$ cat src/rtl/gray_pkg.sv
// Shared definitions for the Gray-code counter: default width, direction
// encoding and the binary-to-Gray helper.
package gray_pkg;

  localparam int unsigned GRAY_W = 32;

  typedef enum logic {
    DIR_DOWN = 1'b0,
    DIR_UP   = 1'b1
  } dir_t;

  // Binary to reflected Gray code at the full default width.
  function automatic logic [GRAY_W-1:0] bin2gray(input logic [GRAY_W-1:0] b);
    return b ^ (b >> 1);
  endfunction

endpackage : gray_pkg

$ cat src/rtl/gray_counter.sv
// Up/down Gray-code counter with synchronous load and wrap/change pulses.
// Keeps a binary count and registers its Gray encoding alongside it.
// Optional build macro GRAY_CNT_SAT_EN: saturate at the count limits
// instead of wrapping; wrap then flags a saturation hit.
module gray_counter
  import gray_pkg::*;
#(
  parameter int unsigned W = GRAY_W
) (
  input  logic         clk,
  input  logic         nrst,
  input  logic         en,
  input  logic         dir,
  input  logic         ld,
  input  logic [W-1:0] ld_val,
  output logic [W-1:0] gray,
  output logic         chg,
  output logic         wrap
);

  localparam logic [W-1:0] BIN_MAX  = {W{1'b1}};
  localparam logic [W-1:0] BIN_ZERO = '0;
  localparam logic [W-1:0] BIN_ONE  = W'(1);

  logic [W-1:0] bin_q, bin_d;
  logic [W-1:0] gray_q, gray_d;
  logic         chg_q, chg_d;
  logic         wrap_q, wrap_d;
  logic         at_limit;

  // W-bit view of the shared helper; zero-extension keeps the MSB exact.
  function automatic logic [W-1:0] to_gray(input logic [W-1:0] b);
    return W'(bin2gray(GRAY_W'(b)));
  endfunction

  // Next count, Gray word and pulses: load beats enable, enable steps by dir.
  always_comb begin
    bin_d    = bin_q;
    gray_d   = gray_q;
    chg_d    = 1'b0;
    wrap_d   = 1'b0;
    at_limit = (dir_t'(dir) == DIR_UP) ? (bin_q == BIN_MAX) : (bin_q == BIN_ZERO);
    if (ld) begin
      bin_d  = ld_val;
      gray_d = to_gray(ld_val);
      chg_d  = (gray_d != gray_q);
    end else if (en) begin
      wrap_d = at_limit;
`ifdef GRAY_CNT_SAT_EN
      if (!at_limit) begin
        bin_d = (dir_t'(dir) == DIR_UP) ? bin_q + BIN_ONE : bin_q - BIN_ONE;
        chg_d = 1'b1;
      end
`else
      bin_d = (dir_t'(dir) == DIR_UP) ? bin_q + BIN_ONE : bin_q - BIN_ONE;
      chg_d = 1'b1;
`endif
      gray_d = to_gray(bin_d);
    end
  end

  // State and output registers, cleared asynchronously.
  always_ff @(posedge clk or negedge nrst) begin
    if (!nrst) begin
      bin_q  <= '0;
      gray_q <= '0;
      chg_q  <= 1'b0;
      wrap_q <= 1'b0;
    end else begin
      bin_q  <= bin_d;
      gray_q <= gray_d;
      chg_q  <= chg_d;
      wrap_q <= wrap_d;
    end
  end

  assign gray = gray_q;
  assign chg  = chg_q;
  assign wrap = wrap_q;

endmodule : gray_counter

$ cat config.mk
export PLATFORM = sky130hd
export DESIGN_NAME = gray_counter
export DESIGN_NICKNAME = d
export VERILOG_FILES = /design/src/rtl/gray_pkg.sv /design/src/rtl/gray_counter.sv
export SDC_FILE = /design/constraint.sdc
export NUM_CORES = 1
export LEC_CHECK = 0
export ABC_AREA = 1
export BUFFER_PORTS_ARGS = -buffer_cell sky130_fd_sc_hd__buf_4
export CELL_PAD_IN_SITES_DETAIL_PLACEMENT = 1
export CELL_PAD_IN_SITES_GLOBAL_PLACEMENT = 1
export CORE_UTILIZATION = 46
export DETAILED_ROUTE_END_ITERATION = 12
export PLACE_DENSITY = 0.92
export SYNTH_ARGS = -nofsm -noshare
export SYNTH_HDL_FRONTEND = slang
export SYNTH_SLANG_ARGS = --single-unit
$ cat constraint.sdc
create_clock -name clk -period 3.1 [get_ports clk]
set_clock_uncertainty 0.05 [all_clocks]
set_input_delay 0.62 -clock clk [delete_from_list [all_inputs] [get_ports clk]]
set_output_delay 0.62 -clock clk [all_outputs]
set_load 0.01 [all_outputs]
==> run summary <==
Layout cells sized above 1 -> 12.5%
Initial antenna violation count -> 0
Synth unique cells -> 40
Antenna-violating nets left -> 0
Cell accounting for the most synthesized area -> dfrtp_1
Clk Tree Root Cell -> clkbuf_16
Initial Utilization -> 47.0%
Sequential share of the synthesized area -> 25.0%
Clock sinks -> 65
CP max stage cell -> ha_1
Pwr Density -> 672 nW/um2
Via density per instance -> 5.80
CTS tree -> done
RSZ-0062 raised after global routing -> no
Port buffer count -> 70
Max Slew Vio Count -> 0
Clk Latency, worst-skew pair -> 0.34 ns
Setup crit end kind -> register
Detailed-route wire length -> 26,800 um
Core Area -> 13,800 um2
P&R area growth vs syn -> 16.2%
CP delay by family, top -> simple AND/OR/NAND/NOR gates
Setup bufs post-CTS -> 0
Die ar. -> 14,600 um2
Max-capacitance violation count -> 0
Clock buffer depth -> 2
Net Count, Synth -> 1,113
DP HPWL -> 19,700 um
Largest net degree at the start of global routing -> 66
Crit path buffers/inverters -> 3
Pre-CTS setup slack -> 0.148 ns
Final GP Congestion -> 0.954
Commonest non-fill, non-tap cells in the layout -> nand2_1 (389), inv_1 (145), buf_4 (78)
Syn avg cell area -> 6.22 um2
Worst-path clk slew -> 0.06 ns
CP max FO -> 30
Synthesized instance count -> 1,045
CP Class -> in2reg
Final setup fails -> 0
Leakage -> 4.12 nW
Nets@finish -> 1,179
Synth Register Bits -> 65
Cts bufs inserted -> 9
Slew @ Worst Pin -> 0.902 ns
# rows -> 43
Synth Flop Type -> dfrtp_1
Tcrit/Tclk final -> 87.3%
Post-synthesis cell area -> 6500 um2
Die Width -> 121 um
Total Neg Setup Slack -> 0 ns
Most frequent CP cell -> nand2_1
Area contributors post-synth -> dfrtp_1 (25%), nand2_1 (22%), inv_1 (8.4%)
Diode count -> 0
Post-CTS sizing -> 0
Hold_buf cts -> 0
Non-Filler Instances -> 1,296
Commonest non-fill, non-tap cell in the layout -> nand2_1
Grt ovf -> 0
Post-synth ARST share -> 100%
Crit path cell chain -> buf_4 -> inv_1 -> buf_12 -> ha_1 -> nand2_1 -> nand2_1 -> nand2_1 -> nand2_1 -> nand2_1 -> nand2_1 -> a21oi_1 -> nand2_1 -> nand2_1 -> nand3_1 -> nor2_1 -> nor2_1 -> nand2_1 -> nand2_1
Rel. slew slack -> 39.9%
DRT Pass-1 Iters -> 5
I/O pin count -> 71
HP Class -> in2async
Largest stage delay, worst path -> 0.32 ns
Initial drt markers -> 643
Vias -> 7,516
Htree depth -> 3
FMAX -> 369 MHz
Placed Cells -> 1,280
Outcome -> finished clean
Chip Height -> 121 um
All-Layer GR Usage -> 38.3%
DRC -> 0
Startpoint types -> input port
Yosys top cell area share -> 25.0%
Critical path required time -> 3.28 ns
First-pass GRT wire length -> 42,400 um
Vias in the first global route -> 8,061
Worst vdd ir -> 0.327 mV
Synth warn -> 0
Post-synth EDFFs -> 0
Final WS setup -> 0.393 ns
Final Hold Viols -> 0
Min Tclk post-route -> 2.71 ns
CP arrival -> 2.88 ns
DR WL/cell -> 20.7 um
-- synth_stat cells, types with 13 or more instances --
library cell  number
a21oi_1           25
nand3_1           76
o211ai_1          13
clkbuf_1          14
o21ai_0           21
ha_1              30
nand2_2           16
nand2_1          389
xor2_1            29
xnor2_1           28
a22oi_1           18
nor2_1            75
inv_1            145
dfrtp_1           65
-- path summary, 6_finish.rpt --
kind / from / endpoint / slack, ns / depth (start not counted)
worst max-delay path: dir / gray[25] / 0.39 / 18
worst min-delay path: nrst / bin_q[29] / 0.34 / 1
worst max register to register: bin_q[0] / gray[7] / 0.45 / 12
worst min register to register: gray[17] / gray[17] / 0.47 / 2
max in group asynchronous: nrst / bin_q[4] / 2.06 / 1
min in group clk: gray[17] / gray[17] / 0.47 / 2
-- registers in the layout (all words and copies together) (netlist names) --
name   flops
wrap       1
bin_q     32
chg        1
gray      31
-- power breakdown --
part / total (W) / internal [W] / switching [W]
Sequential: 0.00132 / 0.00105 / 0.000270
Clock: 0.00115 / 0.000726 / 0.000424
Combinational: 0.00260 / 0.000897 / 0.00171
Total: 0.00507 / 0.00267 / 0.00240
-- per-layer routing --
layer	vias to the layer above	part of all wire, %	track usage, %
li1	3450	-	-
met2	346	48	66.2
met1	3596	39	43.0
met5	-	0	0
met4	0	6.1	22.8
met3	124	6.7	8.46
-- through the flow --
| step | area [um2] | hold slack, ns | power, W | utilization, % |
|---|---|---|---|---|
| after global placement | 7230 | 0.446 | 0.00368 | 52.3 |
| after CTS | 7550 | 0.389 | 0.00500 | 54.6 |
| after detailed placement | 7230 | 0.454 | 0.00379 | 52.3 |
| after floorplan | 6500 | 0.274 | 0.00282 | - |
| final | 7550 | 0.344 | 0.00507 | 54.6 |
| after global routing | 7550 | 0.423 | 0.00535 | 54.6 |
-- cells by family after synthesis --
kind of cell / Yosys count / synth area share, %
simple gates: 608 / 39.8
buf+inv: 177 / 10.5
compound gates: 104 / 10.1
flops: 65 / 25.0
xor+xnor: 60 / 8.43
fa+ha+maj: 31 / 6.08
-- cell type report --
| class | count | area [um2] |
|---|---|---|
| Clock buffer | 11 | 243 |
| Clock inverter | 5 | 78.8 |
| Fill cell | 1929 | 6270 |
| Inverter | 153 | 574 |
| Multi-Input combinational cell | 803 | 4200 |
| Sequential cell | 65 | 1630 |
| Tap cell | 180 | 225 |
| Timing Repair Buffer | 79 | 606 |
-- worst register-to-register path, stage by stage, from the launching register on --
cell and delay, ns:
dfrtp_1 0.54, inv_1 0.14, fa_1 0.45, inv_1 0.09
nand3_1 0.08, nand2_2 0.12, nand2_1 0.07, nand2_2 0.09
xor2_1 0.40, inv_1 0.15, o21ai_0 0.19, nand2_1 0.10
o211ai_1 0.10
Note: power is estimated with default switching activity, not from simulation.
